File: config.mk
export PLATFORM = sky130hd
export DESIGN_NAME = ex_muldiv_unit
export DESIGN_NICKNAME = d
export VERILOG_FILES = /design/src/rtl/mips_pkg.sv /design/src/rtl/muldiv_core.sv /design/src/rtl/ex_muldiv_unit.sv
export SDC_FILE = /design/constraint.sdc
export NUM_CORES = 1
export LEC_CHECK = 0
export ABC_AREA = 1
export CORE_MARGIN = 1
export CORE_UTILIZATION = 35
export DETAILED_ROUTE_END_ITERATION = 12
export PLACE_DENSITY = 0.62
export SLEW_MARGIN = 30
export SYNTH_ARGS = -nofsm -noshare
export SYNTH_HDL_FRONTEND = slang
export SYNTH_SLANG_ARGS = --single-unit
File: constraint.sdc
create_clock -name clk -period 5.1 [get_ports clk]
set_input_delay 1.02 -clock clk [delete_from_list [all_inputs] [get_ports clk]]
set_output_delay 1.02 -clock clk [all_outputs]
set_load 0.01 [all_outputs]
File: src/rtl/mips_pkg.sv
// rtl/mips_pkg.sv - shared funct codes, HI/LO unit states and width for the EX stage
package mips_pkg;

    localparam int WIDTH = 32;

    localparam logic [5:0] F_MFHI  = 6'h10;
    localparam logic [5:0] F_MTHI  = 6'h11;
    localparam logic [5:0] F_MFLO  = 6'h12;
    localparam logic [5:0] F_MTLO  = 6'h13;
    localparam logic [5:0] F_MULT  = 6'h18;
    localparam logic [5:0] F_MULTU = 6'h19;
    localparam logic [5:0] F_DIV   = 6'h1A;
    localparam logic [5:0] F_DIVU  = 6'h1B;

    typedef enum logic [1:0] {IDLE, MUL, DIV, FIX} state_t;

    function automatic logic is_hilo_funct(input logic [5:0] f);
        return (f == F_MFHI) || (f == F_MTHI) || (f == F_MFLO) || (f == F_MTLO) ||
               (f == F_MULT) || (f == F_MULTU) || (f == F_DIV) || (f == F_DIVU);
    endfunction

endpackage

File: src/rtl/muldiv_core.sv
// rtl/muldiv_core.sv - iterative unsigned shift-add multiplier / restoring divider
module muldiv_core #(
    parameter int WIDTH = mips_pkg::WIDTH
) (
    input  logic                 clk,
    input  logic                 rst_n,
    input  logic                 start,
    input  logic                 is_div,
    input  logic                 abort,
    input  logic [WIDTH-1:0]     a_mag,
    input  logic [WIDTH-1:0]     b_mag,
    output logic                 finish,
    output logic [2*WIDTH-1:0]   acc
);

    localparam int CNT_W = $clog2(WIDTH);

    logic                 busy_q;
    logic                 div_q;
    logic [CNT_W-1:0]     cnt_q;
    logic [WIDTH-1:0]     b_q;
    logic [2*WIDTH-1:0]   acc_q;
    logic [2*WIDTH-1:0]   acc_next;
    logic [WIDTH:0]       add_sum;
    logic [WIDTH:0]       rem_sh;
    logic [WIDTH:0]       diff;

    // acc holds {upper product, multiplier} for mul and {remainder, dividend/quotient} for div
    always_comb begin
        add_sum = {1'b0, acc_q[2*WIDTH-1:WIDTH]} + (acc_q[0] ? {1'b0, b_q} : '0);
        rem_sh  = acc_q[2*WIDTH-1:WIDTH-1];
        diff    = rem_sh - {1'b0, b_q};
        if (div_q) begin
            if (!diff[WIDTH])
                acc_next = {diff[WIDTH-1:0], acc_q[WIDTH-2:0], 1'b1};
            else
                acc_next = {rem_sh[WIDTH-1:0], acc_q[WIDTH-2:0], 1'b0};
        end else begin
            acc_next = {add_sum, acc_q[WIDTH-1:1]};
        end
    end

    assign finish = busy_q && (cnt_q == CNT_W'(WIDTH-1));
    assign acc    = acc_q;

    always_ff @(posedge clk or negedge rst_n) begin
        if (!rst_n) begin
            busy_q <= 1'b0;
            div_q  <= 1'b0;
            cnt_q  <= '0;
            b_q    <= '0;
            acc_q  <= '0;
        end else if (abort) begin
            busy_q <= 1'b0;
            cnt_q  <= '0;
        end else if (start) begin
            busy_q <= 1'b1;
            div_q  <= is_div;
            cnt_q  <= '0;
            b_q    <= b_mag;
            acc_q  <= {{WIDTH{1'b0}}, a_mag};
        end else if (busy_q) begin
            acc_q <= acc_next;
            cnt_q <= cnt_q + 1'b1;
            if (finish)
                busy_q <= 1'b0;
        end
    end

endmodule

File: src/rtl/ex_muldiv_unit.sv
// rtl/ex_muldiv_unit.sv - EX-stage HI/LO unit: mul/div control, sign fix, HI/LO, stall
module ex_muldiv_unit #(
    parameter int WIDTH = mips_pkg::WIDTH
) (
    input  logic             clk,
    input  logic             rst_n,
    input  logic             valid_in,
    input  logic [5:0]       funct,
    input  logic [WIDTH-1:0] rs_val,
    input  logic [WIDTH-1:0] rt_val,
    input  logic             flush,
    output logic             stall,
    output logic             done,
    output logic [WIDTH-1:0] hi,
    output logic [WIDTH-1:0] lo,
    output logic [WIDTH-1:0] mf_data
);

    import mips_pkg::*;

    state_t               state_q, state_d;
    logic [WIDTH-1:0]     hi_q, lo_q;
    logic                 neg_res_q, neg_rem_q, div0_q, op_div_q;
    logic [WIDTH-1:0]     a_raw_q;

    logic                 accept, start_mul, start_div, signed_op, sa, sb;
    logic [WIDTH-1:0]     a_mag, b_mag;
    logic                 core_finish;
    logic [2*WIDTH-1:0]   core_acc;
    logic [2*WIDTH-1:0]   prod_fix;
    logic [WIDTH-1:0]     fix_hi, fix_lo;

    assign accept    = valid_in && !flush && (state_q == IDLE);
    assign start_mul = accept && ((funct == F_MULT) || (funct == F_MULTU));
    assign start_div = accept && ((funct == F_DIV) || (funct == F_DIVU));
    assign signed_op = (funct == F_MULT) || (funct == F_DIV);
    assign sa        = signed_op && rs_val[WIDTH-1];
    assign sb        = signed_op && rt_val[WIDTH-1];
    assign a_mag     = sa ? -rs_val : rs_val;
    assign b_mag     = sb ? -rt_val : rt_val;

    muldiv_core #(.WIDTH(WIDTH)) u_core (
        .clk    (clk),
        .rst_n  (rst_n),
        .start  (start_mul || start_div),
        .is_div (start_div),
        .abort  (flush),
        .a_mag  (a_mag),
        .b_mag  (b_mag),
        .finish (core_finish),
        .acc    (core_acc)
    );

    always_ff @(posedge clk or negedge rst_n) begin
        if (!rst_n)
            state_q <= IDLE;
        else
            state_q <= state_d;
    end

    always_comb begin
        state_d = state_q;
        done    = 1'b0;
        stall   = valid_in && is_hilo_funct(funct) && (state_q != IDLE);
        case (state_q)
            IDLE: begin
                if (start_mul)
                    state_d = MUL;
                else if (start_div)
                    state_d = DIV;
            end
            MUL, DIV: begin
                if (flush)
                    state_d = IDLE;
                else if (core_finish)
                    state_d = FIX;
            end
            FIX: begin
                state_d = IDLE;
                done    = !flush;
            end
            default: state_d = IDLE;
        endcase
    end

    // Divide-by-zero bypasses the engine result; the INT_MIN/-1 case falls out of negation wrap
    always_comb begin
        prod_fix = neg_res_q ? -core_acc : core_acc;
        if (!op_div_q) begin
            fix_hi = prod_fix[2*WIDTH-1:WIDTH];
            fix_lo = prod_fix[WIDTH-1:0];
        end else if (div0_q) begin
            fix_hi = a_raw_q;
            fix_lo = '1;
        end else begin
            fix_hi = neg_rem_q ? -core_acc[2*WIDTH-1:WIDTH] : core_acc[2*WIDTH-1:WIDTH];
            fix_lo = neg_res_q ? -core_acc[WIDTH-1:0] : core_acc[WIDTH-1:0];
        end
    end

    always_ff @(posedge clk or negedge rst_n) begin
        if (!rst_n) begin
            hi_q      <= '0;
            lo_q      <= '0;
            neg_res_q <= 1'b0;
            neg_rem_q <= 1'b0;
            div0_q    <= 1'b0;
            op_div_q  <= 1'b0;
            a_raw_q   <= '0;
        end else begin
            if (start_mul || start_div) begin
                neg_res_q <= sa ^ sb;
                neg_rem_q <= sa;
                div0_q    <= (rt_val == '0);
                op_div_q  <= start_div;
                a_raw_q   <= rs_val;
            end
            if (done) begin
                hi_q <= fix_hi;
                lo_q <= fix_lo;
            end else if (accept && (funct == F_MTHI)) begin
                hi_q <= rs_val;
            end else if (accept && (funct == F_MTLO)) begin
                lo_q <= rs_val;
            end
        end
    end

    assign hi      = hi_q;
    assign lo      = lo_q;
    assign mf_data = (funct == F_MFHI) ? hi_q : ((funct == F_MFLO) ? lo_q : '0);

endmodule

==> results_dict.tcl <==
set metrics [dict create \
    dieHeight_um 241 \
    clock-sinks 205 \
    seq_area_frac_synth 0.257 \
    worst_pin_slew_ps 883 \
    vias 22905 \
    syn_nets 3497 \
    dp_hpwl_um 67000 \
    setup_viol 0 \
    drv_slew 0 \
    drv_cap 0 \
    cts_tree "yes" \
    tns_ps 0 \
    grt_pass1_wl_um 129000 \
    finalWeightedCongestion 1.02 \
    critical_path_class "in -> out" \
    routed_via_density 5.42 \
    ys_ff_latch 205 \
    syn-cell-area_um2 19900 \
    area_delta_synth_final_pct 16.9 \
    routed_wl_um 86000 \
    status "completed" \
    drive_gt1_frac 0.0418 \
    finClkSkew_ps 33.9 \
    cts_hold_buf 0 \
    fill_cells 6250 \
    cts.clk_slew.worst_paths_ps 60 \
    synth_area_per_cell_um2 5.96 \
    grt_usage 0.293 \
    finalCritPeriodShare 0.756 \
    layout.area.seq_um2 5130 \
    dr.pass1.iters 6 \
    hold_class "in -> async" \
    cts-root-buf "clkbuf_16" \
    fmax_mhz 259 \
    io_pins 172 \
    cts-buffers-inserted 27 \
    yosysUniqueCellTypes 57 \
    grt_max_degree 115 \
    worst_slew_margin_rel 0.411 \
    worstPathRequired_ps 4080 \
    htree_num_levels 1 \
    core_area_um2 56400 \
    gr-total-overflow 0 \
    grt_setup_unrepaired "false" \
    hold_viol_final 0 \
    initial_core_util 0.354 \
    rows 87 \
    drt_iter0_markers 2731 \
    r2r_start "u_core.acc[0]" \
    nNetsFinal 3598 \
    layout_setup_ws_ps 1250 \
    port_buffers 171 \
    ant_nets 0 \
    grt_antenna_before_repair 1 \
    dieArea_um2 57900 \
    arrival_ps 2830 \
    p_leak_nw 12.0 \
    cts_resized 0 \
    dieWidth_um 241 \
    drc 0 \
    min_period_ps 3850 \
    cts_setup_buffers 0 \
    critical_path.endpoint_type "output pin" \
    cts_buffer_depth 3 \
    grt_pass1_vias 20748 \
    worstPathMaxFanout 32 \
    ir_drop_v 0.000308 \
    r2r_end "u_core.acc[59]" \
    clk_latency_ps 600 \
    power_density_nw_per_um2 645 \
    place_ws_ps 1260 \
    routedWlPerCell_um 20.4 \
    syn_inst 3348 \
    rrSetupSlack_ps 1700 \
    multi_input_area_um2 12300 \
    cp-start-kind "input port" \
    r2r_cells 13 \
    yosys_warnings 0 \
]
-- synth_stat cells (all sizes together) --
library cell | number | share of area
o22ai | 80 | 0.025
o211ai | 49 | 0.018
a22o | 2 | 0.00088
dfrtp | 205 | 0.26
clkinv | 2 | 0.00038
nor4 | 8 | 0.0025
and3 | 2 | 0.00063
a31oi | 8 | 0.0025
nor2 | 335 | 0.065
clkbuf | 67 | 0.013
nor3 | 35 | 0.0095
o21ai | 213 | 0.054
nand3b | 16 | 0.0060
buf | 62 | 0.016
nand4 | 53 | 0.017
ha | 73 | 0.046
or2 | 12 | 0.0038
o221ai | 13 | 0.0057
a21oi | 141 | 0.036
o2111ai | 5 | 0.0022
o21a | 7 | 0.0026
nand2 | 1064 | 0.20
and2 | 7 | 0.0022
nand3 | 254 | 0.065
o31ai | 13 | 0.0049
a32oi | 3 | 0.0013
o21bai | 18 | 0.0068
xor2 | 38 | 0.017
a21o | 6 | 0.0023
fa | 2 | 0.0020
inv | 528 | 0.099
a32o | 1 | 0.00050
a21boi | 2 | 0.00075
o311ai | 1 | 0.00044
xnor2 | 15 | 0.0066
a22oi | 3 | 0.0011
o41ai | 1 | 0.00044
a41oi | 4 | 0.0018
-- power by group --
group | switching [mW] | internal [mW]
Combinational | 6.34 | 3.15
Sequential | 1.09 | 2.29
Clock | 0.864 | 1.29
-- registers in the layout (all words and copies together), names as in the netlist --
signal	cells
u_core.acc	64
a_raw_q	32
hi	32
lo	32
u_core.b_q	32
u_core.cnt_q	5
state_q	2
div0_q	1
neg_rem_q	1
neg_res_q	1
op_div_q	1
u_core.busy_q	1
u_core.div_q	1
-- cells in the final DEF, fill, tap and decap left out, types with 4 or more instances in the layout --
| master | n |
|---|---|
| a31oi_1 | 8 |
| clkbuf_1 | 5 |
| dfrtp_1 | 203 |
| o21ai_1 | 18 |
| nor2_1 | 318 |
| buf_4 | 26 |
| xnor2_1 | 15 |
| bufinv_16 | 5 |
| nand4_1 | 53 |
| or2_2 | 11 |
| a21o_1 | 6 |
| nand2_1 | 1049 |
| inv_2 | 13 |
| clkbuf_8 | 4 |
| inv_1 | 514 |
| nand3b_1 | 16 |
| nor3_1 | 32 |
| o22ai_1 | 80 |
| clkbuf_16 | 27 |
| nor2_2 | 16 |
| o221ai_1 | 13 |
| o21bai_1 | 18 |
| o31ai_1 | 13 |
| a21oi_1 | 139 |
| ha_1 | 73 |
| a41oi_1 | 4 |
| and2_1 | 7 |
| nand3_1 | 250 |
| nand2_2 | 9 |
| o211ai_1 | 49 |
| xor2_1 | 38 |
| o2111ai_1 | 5 |
| o21ai_0 | 193 |
| nand2_4 | 5 |
| o21a_1 | 7 |
| nor4_1 | 8 |
| clkdlybuf4s50_1 | 170 |
-- kinds of logic after synthesis --
logic type,share of synthesized area
buf+inv,0.129
flops,0.257
fa+ha+maj,0.0478
xor+xnor,0.0233
simple gates,0.375
compound gates,0.168
-- metal layers --
layer | up-vias | wire length (µm) | global-route usage
met2 | 1170 | 35400 | 0.426
li1 | 11011 | - | -
met3 | 152 | 9880 | 0.0614
met4 | 0 | 2720 | 0.0915
met1 | 10572 | 38100 | 0.429
met5 | - | 0 | 0
-- worst max-delay path by stage --
stage	startpoint	end	slack, ps	cells after the start
after detailed placement	funct[2]	mf_data[28]	1260	6
after global placement	funct[2]	mf_data[14]	1300	6
after CTS	funct[2]	mf_data[28]	1260	6
final	funct[2]	mf_data[29]	1250	6
after floorplan	funct[2]	mf_data[10]	2260	4
after global routing	funct[2]	mf_data[27]	1130	6
-- worst max-delay path: stages --
cell and delay (ps):
clkdlybuf4s50_1 440, nor2_1 200, nand4_1 110, buf_4 250, o22ai_1 220, clkdlybuf4s50_1 560
-- area by class of cell --
| cell class | count | share of cell area |
|---|---|---|
| multi-input cells | 2484 | 0.526 |
| well taps | 756 | 0.0406 |
| inverters | 530 | 0.0854 |
| clock buffers | 36 | 0.0322 |
| diodes | 1 | 0.000107 |
| repair buffers | 201 | 0.0858 |
| flip-flops and latches | 205 | 0.220 |
| clock inverters | 14 | 0.00982 |
-- through the flow --
step	instances	utilization	hold WS, ps	power [mW]	instance area [µm²]
2_1_floorplan	3348	-	448	9.27	19900
3_3_place_gp	4175	0.395	466	12.5	22300
3_5_place_dp	4175	0.395	469	12.5	22300
4_1_cts	4225	0.413	485	14.7	23300
5_1_grt	4227	0.413	283	16.1	23300
6_report	4227	0.413	274	15.0	23300
Power figures use the tool's default switching activity.
